File: config.mk
export PLATFORM = sky130hd
export DESIGN_NAME = demux_1x2_stream_flat
export DESIGN_NICKNAME = d
export VERILOG_FILES = /design/src/rtl/demux_1x2_stream_if.sv /design/src/rtl/demux_1x2_stream.sv /design/src/flat_wrapper.sv
export SDC_FILE = /design/constraint.sdc
export NUM_CORES = 1
export LEC_CHECK = 0
export CELL_PAD_IN_SITES_DETAIL_PLACEMENT = 0
export CELL_PAD_IN_SITES_GLOBAL_PLACEMENT = 1
export CORE_ASPECT_RATIO = 0.75
export CORE_MARGIN = 2
export CORE_UTILIZATION = 47
export DETAILED_ROUTE_END_ITERATION = 10
export PLACE_DENSITY_LB_ADDON = 0.1
export SLEW_MARGIN = 20
export SYNTH_ARGS = -nofsm -noshare
export SYNTH_HDL_FRONTEND = slang
export SYNTH_SLANG_ARGS = --single-unit
File: constraint.sdc
create_clock -name clk -period 2.1 [get_ports clk]
set_clock_uncertainty 0.1 [all_clocks]
set_input_delay 0.315 -clock clk [delete_from_list [all_inputs] [get_ports clk]]
set_output_delay 0.315 -clock clk [all_outputs]
set_load 0.005 [all_outputs]
File: src/rtl/demux_1x2_stream_if.sv
// demux_1x2_stream_if
// Stream bundle for the 1-to-2 demux: one input beat channel with routing
// controls, two FWFT output lanes with their occupancy levels.
//   master : drives s/mode/sync/d/d_valid and the lane readies (upstream + sinks)
//   slave  : the demux itself; drives d_ready, lane data/valid and levels
interface demux_1x2_stream_if #(
    parameter int WIDTH = 8,
    parameter int DEPTH = 4
);
    localparam int LW = $clog2(DEPTH) + 1;

    logic             s;
    logic             mode;
    logic             sync;
    logic [WIDTH-1:0] d;
    logic             d_valid;
    logic             d_ready;
    logic [WIDTH-1:0] o0;
    logic [WIDTH-1:0] o1;
    logic             o0_valid;
    logic             o1_valid;
    logic             o0_ready;
    logic             o1_ready;
    logic [LW-1:0]    lvl0;
    logic [LW-1:0]    lvl1;

    modport master (
        output s, mode, sync, d, d_valid, o0_ready, o1_ready,
        input  d_ready, o0, o1, o0_valid, o1_valid, lvl0, lvl1
    );

    modport slave (
        input  s, mode, sync, d, d_valid, o0_ready, o1_ready,
        output d_ready, o0, o1, o0_valid, o1_valid, lvl0, lvl1
    );
endinterface

File: src/rtl/demux_1x2_stream.sv
// demux_1x2_stream
// Routes an input beat stream to one of two lanes, each buffered in a
// first-word-fall-through FIFO of DEPTH entries. Lane choice is either manual
// (by s) or alternating (internal phase bit, restartable by sync).
// Ports:
//   clk   : clock, rising edge
//   rst_n : asynchronous active-low reset
//   bus   : demux_1x2_stream_if.slave (input beat, routing controls,
//           two output lanes with levels)

// Per-lane FWFT FIFO. The caller never pushes into a full lane, so there is
// no overflow guard here.
module demux_lane_fifo #(
    parameter int WIDTH = 8,
    parameter int DEPTH = 4,
    localparam int AW = $clog2(DEPTH),
    localparam int LW = AW + 1
) (
    input  logic             clk,
    input  logic             rst_n,
    input  logic             push,
    input  logic [WIDTH-1:0] din,
    input  logic             pop_rdy,
    output logic [WIDTH-1:0] dout,
    output logic             dvalid,
    output logic [LW-1:0]    lvl
);
    logic [WIDTH-1:0] mem [DEPTH];
    logic [AW-1:0]    wr_ptr;
    logic [AW-1:0]    rd_ptr;
    logic [LW-1:0]    lvl_q;
    logic             pop;

    assign dvalid = (lvl_q != '0);
    assign pop    = dvalid & pop_rdy;
    assign lvl    = lvl_q;
    // Stale storage is never exposed: the head reads zero while empty.
    assign dout   = dvalid ? mem[rd_ptr] : '0;

    // DEPTH is a power of two, so the pointers wrap by plain overflow.
    always_ff @(posedge clk or negedge rst_n) begin
        if (!rst_n) begin
            wr_ptr <= '0;
            rd_ptr <= '0;
            lvl_q  <= '0;
        end else begin
            if (push) wr_ptr <= wr_ptr + AW'(1);
            if (pop)  rd_ptr <= rd_ptr + AW'(1);
            case ({push, pop})
                2'b10:   lvl_q <= lvl_q + LW'(1);
                2'b01:   lvl_q <= lvl_q - LW'(1);
                default: lvl_q <= lvl_q;
            endcase
        end
    end

    // Storage is not reset; contents are masked by dvalid.
    always_ff @(posedge clk) begin
        if (push) mem[wr_ptr] <= din;
    end
endmodule

module demux_1x2_stream #(
    parameter int WIDTH = 8,
    parameter int DEPTH = 4
) (
    input logic                clk,
    input logic                rst_n,
    demux_1x2_stream_if.slave  bus
);
    localparam int NUM_LANES = 2;
    localparam int LW        = $clog2(DEPTH) + 1;

    logic                                phase_q;
    logic                                tgt;
    logic                                accept;
    logic [NUM_LANES-1:0]                push;
    logic [NUM_LANES-1:0]                out_rdy;
    logic [NUM_LANES-1:0]                out_vld;
    logic [NUM_LANES-1:0][WIDTH-1:0]     out_dat;
    logic [NUM_LANES-1:0][LW-1:0]        lvl;

    // sync pins the current beat to lane 0 regardless of phase.
    always_comb begin
        tgt = bus.s;
        if (bus.mode) tgt = bus.sync ? 1'b0 : phase_q;
    end

    // Strict less-than: a full lane refuses even if it pops this cycle.
    // rst_n is folded in so d_ready drops immediately on reset assertion.
    assign bus.d_ready = rst_n && (lvl[tgt] < LW'(DEPTH));
    assign accept      = bus.d_valid & bus.d_ready;
    assign out_rdy     = {bus.o1_ready, bus.o0_ready};

    generate
        for (genvar i = 0; i < NUM_LANES; i++) begin : g_lane
            assign push[i] = accept && (tgt == 1'(i));

            demux_lane_fifo #(
                .WIDTH (WIDTH),
                .DEPTH (DEPTH)
            ) u_lane (
                .clk     (clk),
                .rst_n   (rst_n),
                .push    (push[i]),
                .din     (bus.d),
                .pop_rdy (out_rdy[i]),
                .dout    (out_dat[i]),
                .dvalid  (out_vld[i]),
                .lvl     (lvl[i])
            );
        end
    endgenerate

    // sync restarts alternation: after a synced accept (which went to lane 0)
    // the next beat goes to lane 1; with no accept, alternation restarts at 0.
    // sync acts in manual mode too, which is the only way phase moves there.
    always_ff @(posedge clk or negedge rst_n) begin
        if (!rst_n) begin
            phase_q <= 1'b0;
        end else if (bus.sync) begin
            phase_q <= accept;
        end else if (bus.mode && accept) begin
            phase_q <= ~tgt;
        end
    end

    assign bus.o0       = out_dat[0];
    assign bus.o1       = out_dat[1];
    assign bus.o0_valid = out_vld[0];
    assign bus.o1_valid = out_vld[1];
    assign bus.lvl0     = lvl[0];
    assign bus.lvl1     = lvl[1];
endmodule

File: src/flat_wrapper.sv
// flat-port wrapper written by rule: the top's interface ports become plain ports
module demux_1x2_stream_flat 
#(
    parameter int WIDTH = 8,
    parameter int DEPTH = 4
)
  (clk, rst_n, bus_s, bus_mode, bus_sync, bus_d, bus_d_valid, bus_o0_ready, bus_o1_ready, bus_d_ready, bus_o0, bus_o1, bus_o0_valid, bus_o1_valid, bus_lvl0, bus_lvl1);
  demux_1x2_stream_if #(.WIDTH(WIDTH), .DEPTH(DEPTH)) bus_i ();
  input logic clk;
  input logic rst_n;
  input wire logic [$bits(bus_i.s)-1:0] bus_s;
  input wire logic [$bits(bus_i.mode)-1:0] bus_mode;
  input wire logic [$bits(bus_i.sync)-1:0] bus_sync;
  input wire logic [$bits(bus_i.d)-1:0] bus_d;
  input wire logic [$bits(bus_i.d_valid)-1:0] bus_d_valid;
  input wire logic [$bits(bus_i.o0_ready)-1:0] bus_o0_ready;
  input wire logic [$bits(bus_i.o1_ready)-1:0] bus_o1_ready;
  output wire logic [$bits(bus_i.d_ready)-1:0] bus_d_ready;
  output wire logic [$bits(bus_i.o0)-1:0] bus_o0;
  output wire logic [$bits(bus_i.o1)-1:0] bus_o1;
  output wire logic [$bits(bus_i.o0_valid)-1:0] bus_o0_valid;
  output wire logic [$bits(bus_i.o1_valid)-1:0] bus_o1_valid;
  output wire logic [$bits(bus_i.lvl0)-1:0] bus_lvl0;
  output wire logic [$bits(bus_i.lvl1)-1:0] bus_lvl1;
  assign bus_i.s = bus_s;
  assign bus_i.mode = bus_mode;
  assign bus_i.sync = bus_sync;
  assign bus_i.d = bus_d;
  assign bus_i.d_valid = bus_d_valid;
  assign bus_i.o0_ready = bus_o0_ready;
  assign bus_i.o1_ready = bus_o1_ready;
  assign bus_d_ready = bus_i.d_ready;
  assign bus_o0 = bus_i.o0;
  assign bus_o1 = bus_i.o1;
  assign bus_o0_valid = bus_i.o0_valid;
  assign bus_o1_valid = bus_i.o1_valid;
  assign bus_lvl0 = bus_i.lvl0;
  assign bus_lvl1 = bus_i.lvl1;
  demux_1x2_stream #(.WIDTH(WIDTH), .DEPTH(DEPTH)) u_core (.clk(clk), .rst_n(rst_n), .bus(bus_i));
endmodule
==> results of run 1 <==
registers in the layout, summed over array words and instances, names as in the netlist:
| register | count |
|---|---|
| u_core.g_lane.u_lane.rd_ptr | 4 |
| u_core.g_lane.u_lane.wr_ptr | 4 |
| u_core.phase_q | 1 |
| u_core.g_lane.u_lane.lvl | 6 |
| u_core.g_lane.u_lane.mem | 64 |
worst max path at each step:
stage                                       from                              to  slack, ns  depth (start not counted)
3_5_place_dp                            bus_mode  u_core.g_lane[1].u_lane.lvl[2]      -0.35                         10
5_1_grt        u_core.g_lane[1].u_lane.rd_ptr[0]                       bus_o1[4]      -0.12                          5
2_1_floorplan     u_core.g_lane[1].u_lane.lvl[2]  u_core.g_lane[1].u_lane.lvl[2]       0.16                          9
3_3_place_gp                            bus_mode  u_core.g_lane[1].u_lane.lvl[2]      -0.23                         10
6_report       u_core.g_lane[0].u_lane.rd_ptr[0]                       bus_o0[0]      -0.06                          5
4_1_cts        u_core.g_lane[0].u_lane.rd_ptr[0]                       bus_o0[0]      -0.11                          5
cell families (layout without fill, tap and decap cells):
family	Yosys count	after routing	synth area share
multiplexers	19	19	0.1168
AND/OR/NAND/NOR	43	43	0.08404
AO/OA/AOI/OAI	6	6	0.01585
adder cells (fa/ha/maj)	12	12	0.04866
flip-flops	79	79	0.6767
buffers and inverters	19	119	0.02691
XOR/XNOR	12	12	0.03096
area by class of cell:
cell class / count / area (µm²) / share of cell area
flip-flops and latches: 79 / 2298 / 0.4888
clock inverters: 4 / 71.32 / 0.01517
well taps: 98 / 122.6 / 0.02608
clock buffers: 11 / 131.4 / 0.02794
repair buffers: 91 / 932.1 / 0.1982
multi-input cells: 92 / 1097 / 0.2334
inverters: 13 / 48.80 / 0.01038
critical path: stages (launching register included):
cell	delay (ns)
sky130_fd_sc_hd__dfrtp_2	0.41
sky130_fd_sc_hd__buf_12	0.13
sky130_fd_sc_hd__buf_6	0.09
sky130_fd_sc_hd__mux4_2	0.50
sky130_fd_sc_hd__and2_4	0.16
sky130_fd_sc_hd__buf_6	0.10
per-layer routing:
metal  track usage  share of wire
met5             0              0
met4       0.07200          0.016
met3       0.04775          0.033
met2        0.3125           0.51
met1        0.2322           0.44
stage by stage:
stage                       util  std cells  hold WS [ns]
final                     0.6818        388        0.2535
after global routing      0.6818        388        0.2453
after CTS                 0.6566        383        0.2384
after detailed placement  0.5956        348        0.4345
after global placement    0.5956        348        0.4106
after floorplan                -        190      -0.08059
layout by cell type (no fill, tap or decap), types with 8 or more instances in the layout:
cell,synthesis,routed
sky130_fd_sc_hd__buf_4,0,30
sky130_fd_sc_hd__ha_1,10,8
sky130_fd_sc_hd__dfrtp_1,15,14
sky130_fd_sc_hd__clkbuf_8,0,9
sky130_fd_sc_hd__buf_6,2,29
sky130_fd_sc_hd__mux4_2,16,16
sky130_fd_sc_hd__clkdlybuf4s50_1,0,19
sky130_fd_sc_hd__inv_1,13,11
sky130_fd_sc_hd__edfxtp_1,64,64
sky130_fd_sc_hd__and2_4,0,17
report_power, final:
| part | total, µW | switching (µW) | internal [µW] |
|---|---|---|---|
| logic | 2890 | 972 | 1920 |
| registers | 2090 | 193 | 1900 |
| clock network | 1170 | 508 | 660 |
timing repair:
action,in CTS,in global routing
gates cloned,1,1
gates resized for setup,105,31
pin swaps,16,12
endpoints found under the setup margin,19,20
setup buffers,19,5
==> impl_table.tex, run 1 <==
\begin{tabular}{lr}
\hline
Metric & Value \\
\hline
\multicolumn{2}{l}{\textbf{Status}} \\
Status & finished, violations left \\
Failing checks & negative setup slack \\
\multicolumn{2}{l}{\textbf{Floorplanning}} \\
Total Die Area & roughly 0.0079 mm² \\
Placeable core region & 0.006897 mm² \\
Top-Level Pins & 41 \\
Horiz. Die Dim & 102.1 µm \\
Vertical die dimension & $\sim$78 µm \\
Num rows & 26 \\
Initial standard-cell utilization of the core & 0.4922 \\
\multicolumn{2}{l}{\textbf{Clock tree}} \\
Hold buffer count at CTS & 0 \\
Clk Tree Root Cell & sky130\_fd\_sc\_hd\_\_clkbuf\_8 \\
Number of buffers added by the clock tree synthesis step & 9 \\
CTS tree & done \\
Num Clock Sinks & 79 \\
Clock latency on the worst-skew pair & 0.34 ns \\
Number of levels the H-tree was split into & 3 \\
CTS Buffer Depth & 2 \\
Clock edge transition at the registers on the reported setup and hold paths & 0.07 ns \\
\multicolumn{2}{l}{\textbf{GRT}} \\
Global-route wire length before repair & around 11000 µm \\
Maximum number of pins on one net before global-route repair & 13 \\
Global route overflow & 0 \\
Number of antenna violations at the first check in global routing & 0 \\
GRT Total Usage & 0.1863 \\
Number of global-route vias before repair & between 2k and 2.5k \\
\multicolumn{2}{l}{\textbf{Yosys}} \\
Asr flop ratio synth & 0.1899 \\
EDFF count, synth & 64 \\
Post-synthesis net count & $\sim$220 \\
Leading area contributor after synthesis & sky130\_fd\_sc\_hd\_\_edfxtp\_1 \\
Most common cell in the netlist & sky130\_fd\_sc\_hd\_\_edfxtp\_1 \\
Mean cell area of the mapped netlist & around 18 µm² \\
Cell variety after synth & 32 \\
Share of the synthesized area in the top cell type & 0.5662 \\
Cell count after synthesis & 190 \\
Leading register cell type out of synthesis & sky130\_fd\_sc\_hd\_\_edfxtp\_1 \\
Number of flip-flops and latches in the synthesized netlist & $\sim$80 \\
Warnings from Yosys & 0 \\
Share of the yosys chip area belonging to registers & 0.6767 \\
Main area contributors after synthesis & sky130\_fd\_sc\_hd\_\_edfxtp\_1 57\%, sky130\_fd\_sc\_hd\_\_dfrtp\_1 11\%, sky130\_fd\_sc\_hd\_\_mux4\_2 11\% \\
Leading cell types by count after synthesis & 64 x sky130\_fd\_sc\_hd\_\_edfxtp\_1, 22 x sky130\_fd\_sc\_hd\_\_and2\_1, 16 x sky130\_fd\_sc\_hd\_\_mux4\_2, 15 x sky130\_fd\_sc\_hd\_\_dfrtp\_1, 13 x sky130\_fd\_sc\_hd\_\_inv\_1 \\
Post-synthesis instance area & roughly 0.0034 mm² \\
\multicolumn{2}{l}{\textbf{Detailed routing}} \\
Residual DRC & 0 \\
DRT antenna net count & 0 \\
Total iterations of the first detailed-routing run & 4 \\
Total Routed Length & 6820 µm \\
Avg Vias per Cell & 5.062 \\
Iter 0 DRT Violations & between 90 and 100 \\
WL per Instance & about 18 µm \\
Total via count in the routed design & slightly below 2k \\
\multicolumn{2}{l}{\textbf{Job}} \\
Max Cap Viol & 0 \\
\multicolumn{2}{l}{\textbf{STA}} \\
Total negative slack & -0.3842 ns \\
Period utilization & 1.028 \\
Setup Viol. Count Final & 11 \\
Max\_slew headroom & 0.7030 \\
Tmin final & 2.158 ns \\
Final hold violation count & 0 \\
Unrepaired setup endpoints after global routing & yes \\
Final Max Slew Viols & 0 \\
Max frequency & between 400 and 500 MHz \\
Setup slack after layout & -0.05812 ns \\
Actual slew at the worst max-slew pin & between 0.4 and 0.5 ns \\
\multicolumn{2}{l}{\textbf{Setup path}} \\
Startpoint of the worst-slack reg-to-reg timing path & u\_core.g\_lane[0].u\_lane.lvl[2] \\
Capturing element type of the critical path & output pin \\
Arrival time worst endpoint & 1.74 ns \\
Type of origin of the critical path & flip-flop \\
Crit Path Category & flip-flop to output pin \\
Terminus of the critical flop-to-flop path & u\_core.g\_lane[0].u\_lane.lvl[2] \\
Largest driver fanout on the critical path & 5 \\
Worst r2r path cells & 9 \\
Worst-case register-to-register setup slack & 0.05 ns \\
CP required & between 1.5 and 2 ns \\
\multicolumn{2}{l}{\textbf{Cells and area}} \\
Layout Cell Area excl Fill & $\sim$0.0047 mm² \\
Share of post-route cells with drive strength above 1 & 0.4552 \\
Layout Area Growth over Synthesis & 38.52\% \\
Final-stage net count & between 300 and 400 \\
FILL cells & 494 \\
Total inserted antenna cells & 0 \\
\multicolumn{2}{l}{\textbf{Min path}} \\
Class of the tightest hold or removal check & input port to asynchronous set/reset pin \\
\multicolumn{2}{l}{\textbf{Placed design}} \\
DP Wirelength & approximately 4500 µm \\
Port Buf Inserts & 40 \\
Minimum setup slack after placement & -0.3496 ns \\
Area of placed instances & 0.004108 mm² \\
Routability-driven placement congestion ratio & slightly above 0.8 \\
\multicolumn{2}{l}{\textbf{Power}} \\
Post-layout power & 6149 µW \\
IR drop worst, VDD & 710.7 µV \\
Static Leakage & 0.001820 µW \\
Power per cell area & 1308 mW/mm² \\
\hline
\end{tabular}
(Power assumes the default switching activity.)
==> inputs of run 2 (changes only) <==
CORE_UTILIZATION = 50   (was 47)
SYNTH_HIERARCHICAL = 1   (was not set)
clock period = 2.63 ns   (was 2.1 ns; I/O delays follow)
==> run 2 against run 1 <==
Compared with the run above: the run now ends clean; count of clock-buffer cells in the layout down 2; final area decreased by 13%; wire length is 12% lower; total power down 34%; utilization shrank 4.4 points; sequential power decreased by 19%; worst hold slack improved by 0.12 ns; setup slack improved by 0.13 ns; final cell count fell by 15%; combinational power down 49%; register-to-register slack better by 0.43 ns; sequential cell count unchanged; largest power group is now sequential cells.
==> impl_table.tex, run 2 <==
\begin{tabular}{lr}
\hline
Metric & Value \\
\hline
\multicolumn{2}{l}{\textbf{Clock tree}} \\
Num Clock Sinks & 79 \\
Gates resized, CTS repair & 0 \\
Hold buffer count at CTS & 0 \\
Clock edge transition at the registers on the reported setup and hold paths & 0.07 ns \\
Number of levels the H-tree was split into & 3 \\
Number of buffers added by the clock tree synthesis step & 9 \\
Post-CTS setup repair buffer count & 0 \\
Clock latency on the worst-skew pair & 0.34 ns \\
Clk Tree Root Cell & sky130\_fd\_sc\_hd\_\_clkbuf\_8 \\
CTS Buffer Depth & 2 \\
CTS tree & done \\
\multicolumn{2}{l}{\textbf{Floorplanning}} \\
Horiz. Die Dim & roughly 99 µm \\
Initial standard-cell utilization of the core & 0.5266 \\
Total Die Area & 0.007434 mm² \\
Placeable core region & between 0.006 and 0.007 mm² \\
Vertical die dimension & roughly 75 µm \\
Num rows & 25 \\
Top-Level Pins & 41 \\
\multicolumn{2}{l}{\textbf{STA}} \\
Final hold violation count & 0 \\
Unrepaired setup endpoints after global routing & no \\
Tmin final & 2.557 ns \\
Max\_slew headroom & 0.6866 \\
Period utilization & 0.9721 \\
Total negative slack & 0 ns \\
Final Hold Slack & between 0.3 and 0.4 ns \\
Setup Viol. Count Final & 0 \\
Final Max Slew Viols & 0 \\
Setup slack after layout & 0.07330 ns \\
Max frequency & between 300 and 400 MHz \\
Actual slew at the worst max-slew pin & 0.4700 ns \\
\multicolumn{2}{l}{\textbf{Detailed routing}} \\
Total Routed Length & 5993 µm \\
Total via count in the routed design & 1726 \\
M1 wire length & 2616 µm \\
Total iterations of the first detailed-routing run & 4 \\
Avg Vias per Cell & 5.262 \\
Residual DRC & 0 \\
WL per Instance & 18.27 µm \\
Highest layer used for signal routing & met4 \\
Iter 0 DRT Violations & 92 \\
Total length of routed met2 wires & 2977 µm \\
DRT antenna net count & 0 \\
Met3 WL & 330 µm \\
\multicolumn{2}{l}{\textbf{Yosys}} \\
Share of the synthesized area in the top cell type & 0.5691 \\
Post-synthesis net count & 219 \\
Share of the yosys chip area belonging to registers & 0.6803 \\
Number of flip-flops and latches in the synthesized netlist & 79 \\
Most common cell in the netlist & sky130\_fd\_sc\_hd\_\_edfxtp\_1 \\
Cell variety after synth & 26 \\
Main area contributors after synthesis & sky130\_fd\_sc\_hd\_\_edfxtp\_1 57\%, sky130\_fd\_sc\_hd\_\_dfrtp\_1 11\%, sky130\_fd\_sc\_hd\_\_mux4\_2 11\% \\
Warnings from Yosys & 6 \\
Leading register cell type out of synthesis & sky130\_fd\_sc\_hd\_\_edfxtp\_1 \\
Asr flop ratio synth & 0.1899 \\
Cell count after synthesis & 191 \\
Mean cell area of the mapped netlist & 17.68 µm² \\
EDFF count, synth & 64 \\
Post-synthesis instance area & 0.003377 mm² \\
Leading cell types by count after synthesis & 64 x sky130\_fd\_sc\_hd\_\_edfxtp\_1, 26 x sky130\_fd\_sc\_hd\_\_and2\_1, 16 x sky130\_fd\_sc\_hd\_\_mux4\_2, 15 x sky130\_fd\_sc\_hd\_\_dfrtp\_1, 13 x sky130\_fd\_sc\_hd\_\_inv\_1 \\
Leading area contributor after synthesis & sky130\_fd\_sc\_hd\_\_edfxtp\_1 \\
\multicolumn{2}{l}{\textbf{Placed design}} \\
Minimum setup slack after placement & $\sim$0.037 ns \\
DP Wirelength & 4321 µm \\
Port Buf Inserts & 40 \\
Routability-driven placement congestion ratio & 0.7230 \\
\multicolumn{2}{l}{\textbf{Cells and area}} \\
Share of the core filled with cells & 0.6377 \\
Share of post-route cells with drive strength above 1 & 0.1579 \\
Biggest register & u\_core/g\_lane.u\_lane/mem \\
Number of flip-flops under the largest register name & 64 \\
Top library cells by usage in the layout, fill and taps aside & 64 x sky130\_fd\_sc\_hd\_\_edfxtp\_1, 40 x sky130\_fd\_sc\_hd\_\_clkdlybuf4s50\_1, 26 x sky130\_fd\_sc\_hd\_\_and2\_1, 16 x sky130\_fd\_sc\_hd\_\_mux4\_2, 15 x sky130\_fd\_sc\_hd\_\_dfrtp\_1 \\
Layout Area Growth over Synthesis & 21.08\% \\
Final-stage net count & 270 \\
Total inserted antenna cells & 0 \\
FILL cells & between 400 and 500 \\
Area used by multi-input combinational logic & 975.9 µm² \\
Most common cell after layout, fill and taps aside & sky130\_fd\_sc\_hd\_\_edfxtp\_1 \\
Combined flip-flop and latch cell area & 0.002297 mm² \\
\multicolumn{2}{l}{\textbf{GRT}} \\
Maximum number of pins on one net before global-route repair & 15 \\
Global route overflow & 0 \\
Number of global-route vias before repair & 1901 \\
GRT Total Usage & 0.1754 \\
Number of antenna violations at the first check in global routing & 0 \\
Global-route wire length before repair & roughly 9500 µm \\
\multicolumn{2}{l}{\textbf{Setup path}} \\
Type of origin of the critical path & flip-flop \\
Arrival time worst endpoint & about 2.1 ns \\
Crit Path Category & flip-flop to output pin \\
CP required & 2.14 ns \\
Largest driver fanout on the critical path & 8 \\
Worst-case register-to-register setup slack & around 0.48 ns \\
Capturing element type of the critical path & output pin \\
\multicolumn{2}{l}{\textbf{Status}} \\
Status & finished, final reports clean \\
\multicolumn{2}{l}{\textbf{Min path}} \\
Class of the tightest hold or removal check & input port to asynchronous set/reset pin \\
\multicolumn{2}{l}{\textbf{Job}} \\
Max Cap Viol & 0 \\
\multicolumn{2}{l}{\textbf{Power}} \\
Static Leakage & 0.001481 µW \\
IR drop worst, VDD & 591.6 µV \\
Power per cell area & 988.4 mW/mm² \\
\hline
\end{tabular}
## run 2: cell count changes after synthesis, sizes merged, moves of 2 or more
| cell | change |
|---|---|
| nand2 | +3 |
| a21oi | +2 |
| mux2 | -2 |
| mux2i | +2 |
| nand3 | -2 |
| xnor2 | -2 |
| xor2 | +2 |
## run 2: cell type report
class                   count  area share
flip-flops and latches     79      0.5618
multi-input cells          93      0.2387
repair buffers             46      0.1151
clock buffers               9     0.03029
inverters                  13     0.01193
clock inverters             7     0.01744
well taps                  81     0.02479
## run 2: routing by layer
layer	vias to the layer above	track usage
met5	-	0
met4	0	0.04718
met3	10	0.06592
met2	48	0.3041
met1	868	0.2119
li1	800	-
## run 2: critical path: stages (launching register included)
cell	delay, ns
sky130_fd_sc_hd__dfrtp_1	0.43
sky130_fd_sc_hd__buf_12	0.17
sky130_fd_sc_hd__mux4_2	0.52
sky130_fd_sc_hd__and2_1	0.18
sky130_fd_sc_hd__clkdlybuf4s50_1	0.43
## run 2: final timing paths
kind / from / endpoint / cells past startpoint
setup / recovery: u_core/g_lane[0].u_lane/rd_ptr[0] / bus_o0[0] / 4
hold / removal: rst_n / u_core/g_lane[0].u_lane/wr_ptr[1] / 2
setup reg to reg: u_core/g_lane[1].u_lane/lvl[0] / u_core/g_lane[1].u_lane/lvl[2] / 8
hold reg to reg: u_core/g_lane[0].u_lane/lvl[0] / u_core/g_lane[0].u_lane/lvl[0] / 1
max in group asynchronous: rst_n / u_core/g_lane[1].u_lane/rd_ptr[1] / 2
min in group clk: u_core/g_lane[0].u_lane/lvl[0] / u_core/g_lane[0].u_lane/lvl[0] / 1
## run 2: power by group
group	total (µW)	switching, µW	internal, µW
Sequential	1700	186	1510
Clock	868	430	438
Combinational	1470	528	945
Total	4040	1140	2900
## run 2: kinds of logic after synthesis
group / share of synthesized area
AOI/OAI and AO/OA: 0.01334
xor gates and xnor gates: 0.03112
adders and majority gates: 0.04891
buffers and inverters: 0.03075
DFF: 0.6803
muxes: 0.1156
and+or+nand+nor: 0.08003
## run 2: per-stage QoR
step,std cells,instance area [µm²],total power [µW]
detailed placement,312,3894,3225
floorplan,191,3377,2535
global route,328,4089,4282
finish,328,4089,4041
CTS,328,4089,4103
global placement,312,3894,3146
==> inputs of run 3 (changes only) <==
HOLD_SLACK_MARGIN = 0.03   (was not set)
==> results of run 3 <==
No change in the layout: final DEF, timing and power equal those of run 2.
